`config.mk`:
```
export PLATFORM = sky130hd
export DESIGN_NAME = serial_operand_feeder
export DESIGN_NICKNAME = d
export VERILOG_FILES = /design/src/rtl/serial_operand_feeder.sv
export SDC_FILE = /design/constraint.sdc
export NUM_CORES = 1
export LEC_CHECK = 0
export CAP_MARGIN = 20
export CELL_PAD_IN_SITES_DETAIL_PLACEMENT = 1
export CELL_PAD_IN_SITES_GLOBAL_PLACEMENT = 1
export CORE_UTILIZATION = 37
export CTS_BUF_LIST = sky130_fd_sc_hd__clkbuf_2 sky130_fd_sc_hd__clkbuf_4 sky130_fd_sc_hd__clkbuf_8
export CTS_CLUSTER_SIZE = 12
export DETAILED_ROUTE_END_ITERATION = 10
export MAX_ROUTING_LAYER = met4
export PLACE_DENSITY_LB_ADDON = 0.1
export SETUP_SLACK_MARGIN = 0.05
export SYNTH_ARGS = -nofsm -noshare
export SYNTH_HDL_FRONTEND = slang
export SYNTH_SLANG_ARGS = --single-unit
```
`constraint.sdc`:
```
create_clock -name clk -period 1.9 [get_ports clk]
set_input_delay 0.285 -clock clk [delete_from_list [all_inputs] [get_ports clk]]
set_output_delay 0.285 -clock clk [all_outputs]
set_load 0.1 [all_outputs]
```
`src/rtl/serial_operand_feeder.sv`:
```
// rtl/serial_operand_feeder.sv - parallel-to-serial operand front end for the serial adder, LSB first
module serial_operand_feeder #(
    parameter int WIDTH = 4
) (
    input  logic             clk,
    input  logic             reset,
    input  logic             in_valid,
    output logic             in_ready,
    input  logic [WIDTH-1:0] a_in,
    input  logic [WIDTH-1:0] b_in,
    output logic             a,
    output logic             b,
    output logic             bit_valid,
    output logic             first,
    output logic             last,
    output logic             busy
);

    localparam int CW = (WIDTH > 1) ? $clog2(WIDTH) : 1;
    localparam logic [CW-1:0] CNT_LAST = CW'(WIDTH - 1);

    typedef enum logic {
        IDLE,
        SHIFT
    } state_t;

    state_t           state;
    state_t           state_next;
    logic [WIDTH-1:0] a_sr;
    logic [WIDTH-1:0] b_sr;
    logic [CW-1:0]    cnt;
    logic             at_last;
    logic             accept;
    logic             load;
    logic             shift_en;

    always_ff @(posedge clk) begin
        if (reset) begin
            state <= IDLE;
        end else begin
            state <= state_next;
        end
    end

    // The last bit of a frame doubles as the reload slot, so frames can abut.
    always_comb begin
        at_last    = (cnt == CNT_LAST);
        in_ready   = (state == IDLE) || (state == SHIFT && at_last);
        accept     = in_valid && in_ready;
        state_next = state;
        load       = 1'b0;
        shift_en   = 1'b0;
        a          = 1'b0;
        b          = 1'b0;
        bit_valid  = 1'b0;
        first      = 1'b0;
        last       = 1'b0;
        case (state)
            IDLE: begin
                if (accept) begin
                    load       = 1'b1;
                    state_next = SHIFT;
                end
            end
            SHIFT: begin
                a         = a_sr[0];
                b         = b_sr[0];
                bit_valid = 1'b1;
                first     = (cnt == '0);
                last      = at_last;
                if (!at_last) begin
                    shift_en = 1'b1;
                end else if (accept) begin
                    load = 1'b1;
                end else begin
                    state_next = IDLE;
                end
            end
            default: state_next = IDLE;
        endcase
        busy = bit_valid;
    end

    always_ff @(posedge clk) begin
        if (reset) begin
            a_sr <= '0;
            b_sr <= '0;
            cnt  <= '0;
        end else if (load) begin
            a_sr <= a_in;
            b_sr <= b_in;
            cnt  <= '0;
        end else if (shift_en) begin
            a_sr <= a_sr >> 1;
            b_sr <= b_sr >> 1;
            cnt  <= cnt + CW'(1);
        end
    end

endmodule

```
# Yosys cells after proc, flatten, opt, wreduce, memory -nomap -nowiden

Cells that the tools add are included.

Shift-type cells: 0
Reductions and logical operators: 6
Magnitude comparators: 0
Bitwise gates (word level): 1
Multiply operators: 0
Multiplexer cells: 16
Eq/ne operators: 1
Add/subtract/negate cells: 1
Divide/modulo/power cells: 0

Operators with widths:

| operator                                                       | number |
|---|---|
| 4-bit two-way mux                                              | 4 |
| 1-bit two-way mux                                              | 10 |
| 1-bit case mux with 2 select lines                             | 2 |
| 2-bit by 1-bit adder with 2-bit output (second input constant) | 1 |
| 2-bit equality test (second input constant)                    | 1 |
| 1-bit logical AND                                              | 2 |
| 2-bit logical NOT                                              | 1 |
| 2-bit nonzero test                                             | 1 |
| 2-bit OR reduction                                             | 1 |
| 1-bit logical OR                                               | 1 |
| 1-bit NOT                                                      | 1 |

Memory bits (writable): 0
Input port bits: 11
Memory bits (read-only): 0
Output and inout port bits: 7
Memories kept: 0
Word-level logic and storage cells: 29
Flip-flop bits (word level): 11
Bits in latches: 0

# Depth between registers and ports, before layout

Word-level depth: 8
Gate-level depth with buffers: 6
Mapped depth without buffers: 5

# Worst setup path after synthesis

No wires, ideal clock.

Path kind: register to register
Start: register state
End: register a_sr[0]
Library setup time: 0.140 ns
Buffers on the path: 1
Slack: -0.032 ns
Data arrival time: 1.792 ns
Cell stages (with the launch flop): 6
Cells stage by stage: dfxtp_1 nor2b_4 inv_2 buf_6 nor2_1 a211oi_2

Cells in the longest elaborated chain, start to end: 7
Elaborated cells between the ends (all ways): 10
Those cells by class: 5 x mux; 1 x bitwise; 4 x reduce/logical

Ends and longest elaborated chain:

| item                                                    | RTL line | RTL |
|---|---|---|
| from (decl)                                             | 27       | `state_t state;` |
| from (signal assigned)                                  | 41       | `state <= state_next;` |
| 1-bit logical AND or 1-bit NOT (tied branches)          | --       |  |
| 1-bit logical OR (*)                                    | 48       | `in_ready = (state == IDLE) \|\| (state == SHIFT && at_last);` |
| named net in_ready                                      | 8        | `output logic in_ready,` |
| 1-bit logical AND (*)                                   | 49       | `accept = in_valid && in_ready;` |
| 1-bit two-way mux (*)                                   | 60, 73   |  |
| 1-bit two-way mux                                       | 71       | `if (!at_last) begin` |
| 1-bit case mux with 2 select lines (*)                  | 58       | `case (state)` |
| 4-bit two-way mux or 2-bit nonzero test (tied branches) | --       |  |
| to (signal assigned)                                    | 90       | `a_sr <= a_in;` |
| to (signal assigned)                                    | 94       | `a_sr <= a_sr >> 1;` |
| to (decl)                                               | 29       | `logic [WIDTH-1:0] a_sr;` |

The timed path passes the listed nets; every way through them passes the cells marked *.
A chain may end at the register's enable or synchronous reset.

# Final worst setup path

Start: register cnt[0]
End: output port in_ready

Cells in the longest elaborated chain, start to end: 3

Ends and longest elaborated chain:

| item                   | RTL line | RTL |
|---|---|---|
| from (decl)            | 31       | `logic [CW-1:0] cnt;` |
| from (signal assigned) | 96       | `cnt <= cnt + CW'(1);` |
| 2-bit equality test    | 47       | `at_last = (cnt == CNT_LAST);` |
| 1-bit logical AND      | 48       |  |
| 1-bit logical OR       | 48       |  |
| to (decl)              | 8        |  |

Every way passes these cells.

==> results.sh <==
export IMPL_ys_warn_count=0
export IMPL_worstHoldStart="b_sr[2]"
export IMPL_end_kind="primary output"
export IMPL_leakage_nw=0.346
export IMPL_htreeDepth=1
export IMPL_ys_flop_type="dfxtp_1"
export IMPL_grt_pass1_wl_mm=1.77
export IMPL_crit_arrival_ns=1.41
export IMPL_skew_ns=0.00135
export IMPL_core_mm2=0.00135
export IMPL_p_sw_share_pct=31.6
export IMPL_place_ws_ns=0.430
export IMPL_cts_tree="done"
export IMPL_fin_util_pct=59.5
export IMPL_period_needed_ns=1.69
export IMPL_n_antenna_cell=0
export IMPL_die_h_um=40.8
export IMPL_fmax_mhz=590
export IMPL_top_usage_layer="met2"
export IMPL_setup_viol=0
export IMPL_dp_cells=84
export IMPL_cp_required_ns=1.62
export IMPL_clk_insertion_delay_late_ns=0.26
export IMPL_synth_edff_count=0
export IMPL_syn_area_um2=558
export IMPL_start_util_pct=41.3
export IMPL_synth_top_cells_by_area="dfxtp_1 39%, mux2i_1 16%, a211oi_2 13%"
export IMPL_drt_iter0_drc=4
export IMPL_antenna_left=0
export IMPL_hold_viol_final=0
export IMPL_gp_congestion=0.601
export IMPL_period_share_pct=89.1
export IMPL_ctsHoldBuffers=0
export IMPL_antenna_found_initial=0
export IMPL_syn_num_nets=68
export IMPL_core_rowCount=13
export IMPL_power_density_mw_per_mm2=757
export IMPL_ys_seq_area_share_pct=39.5
export IMPL_io_pin_count=18
export IMPL_nNetsFinal=87
export IMPL_clockPowerShare_pct=27.8
export IMPL_critPathLaunch="cnt[0]"
export IMPL_netlist_top_cells_count="11 x dfxtp_1, 9 x mux2i_1, 9 x nor2_1"
export IMPL_startpoint_type="flip-flop"
export IMPL_slew_headroom_pct=65.2
export IMPL_cap_violations=0
export IMPL_drtPass1Iterations=3
export IMPL_cts_sinks=11
export IMPL_grt_max_degree=15
export IMPL_port_buffers=17
export IMPL_fin_ws_ns=0.206
export IMPL_reg2reg_from="cnt[0]"
export IMPL_grt_use_met1_pct=18.7
export IMPL_fp_dieW_um=40.8
export IMPL_final_cell_count_no_fill=88
export IMPL_setup_tns_ns=0
export IMPL_post_cts_resized=0
export IMPL_grt_overflow_total=0
export IMPL_netlist_area_leader_share_pct=39.5
export IMPL_synth_cells=55
export IMPL_drive_gt1_share_pct=34.2
export IMPL_syn_to_final_growth_pct=43.9
export IMPL_avgSynthCellArea_um2=10.1
export IMPL_worst_setup_path_type="flip-flop to primary output"
export IMPL_dp_hpwl_um=876
export IMPL_worst_pin_slew_ns=0.521
export IMPL_clockRootBuffer="clkbuf_4"
export IMPL_finalMaxSlewViolations=0
export IMPL_wire_per_inst_um=12.6
export IMPL_grt_pass1_vias=409
export IMPL_grt_usage_pct=17.8
export IMPL_cts_setup_buffers=0
export IMPL_max_vdd_ir_drop_uv=592
export IMPL_power_switching_mw=0.192
export IMPL_cts_inserted_buffers=3
export IMPL_dieArea_mm2=0.00167
export IMPL_vias=425
export IMPL_p_int_mw=0.416
export IMPL_grt_use_met3_pct=6.52
export IMPL_drc_errors=0
export IMPL_yosysMostFrequentCell="dfxtp_1"
export IMPL_seqPwrFrac_pct=42.5
export IMPL_via_per_inst=4.83
export IMPL_combinationalPowerShare_pct=29.7
export IMPL_clockBufferDepth=2
export IMPL_ys_ff_latch=11
export IMPL_clkTransAtPathRegs_ns=0.07
export IMPL_status="complete, no violations"
export IMPL_met2_usage_pct=28.5
export IMPL_synth_cell_type_count=18
export IMPL_grt_setup_unrepaired="false"
export IMPL_synthArstFlopShare_pct=0
export IMPL_synth_top_area_cell="dfxtp_1"
export IMPL_wl_mm=1.11
export IMPL_crit_path_max_fanout=14
export IMPL_worstHoldPathType="flip-flop to flip-flop"
-- layer usage --
| layer | part of all wire, % | vias to the layer above |
|---|---|---|
| li1 | - | 223 |
| met1 | 42 | 186 |
| met2 | 51 | 14 |
| met3 | 5.5 | 2 |
| met4 | 1.7 | 0 |
| met5 | 0 | - |
-- critical path, stage by stage (launching register included) --
cell	delay [ns]
dfxtp_1	0.33
ha_1	0.24
nor2b_4	0.19
inv_2	0.17
buf_12	0.21
-- power by group through the flow --
stage	clock (mW)	combinational, mW	sequential, mW
floorplan	0	0.117	0.272
global placement	0	0.180	0.263
detailed placement	0	0.183	0.264
CTS	0.175	0.183	0.259
global route	0.185	0.194	0.261
finish	0.169	0.181	0.258
-- stage by stage --
| stage | hold WS, ns | power (mW) | instance area [um2] |
|---|---|---|---|
| finish | 0.537 | 0.608 | 803 |
| global route | 0.565 | 0.640 | 803 |
| CTS | 0.539 | 0.618 | 803 |
| detailed placement | 0.529 | 0.447 | 773 |
| global placement | 0.513 | 0.443 | 773 |
| floorplan | 0.364 | 0.388 | 559 |
-- area by class of cell --
cell class,instances,area [um2]
Sequential cell,11,221
Clock buffer,4,30.0
Fill cell,146,547
Timing Repair Buffer,18,223
Tap cell,15,18.8
Multi-Input combinational cell,37,299
Inverter,3,11.3
-- placed cells by master (no fill, tap or decap) --
cell,count
a21oi_1,1
inv_1,2
nand2_1,1
clkdlybuf4s50_1,10
nor3_1,2
dfxtp_1,10
buf_12,5
nor2_1,9
dfxtp_2,1
inv_2,1
a211oi_2,6
buf_4,3
and2_2,4
nor2b_1,1
mux2i_1,9
clkbuf_4,4
ha_1,2
nor2b_4,1
or3_1,1
-- flip-flops by register name, summed over array words and instances, names as in the netlist --
| register | count |
|---|---|
| state | 1 |
| b_sr | 4 |
| a_sr | 4 |
| cnt | 2 |
-- path summary, 6_finish.rpt --
kind	end	slack, ns	cells past startpoint
max	in_ready	0.21	4
min	b_sr[1]	0.54	2
max reg2reg	cnt[0]	0.59	5
min reg2reg	b_sr[1]	0.54	2
-- cells by family (layout without fill, tap and decap cells) --
kind of cell | count (synthesis) | after routing | share of synthesized area (%)
buffers and inverters | 7 | 25 | 6.95
adder cells (fa/ha/maj) | 2 | 2 | 4.48
flip-flops | 11 | 11 | 39.5
AO/OA/AOI/OAI | 7 | 7 | 14.3
AND/OR/NAND/NOR | 19 | 19 | 18.6
multiplexers | 9 | 9 | 16.1
No activity file was read; power rests on OpenSTA's default activity.
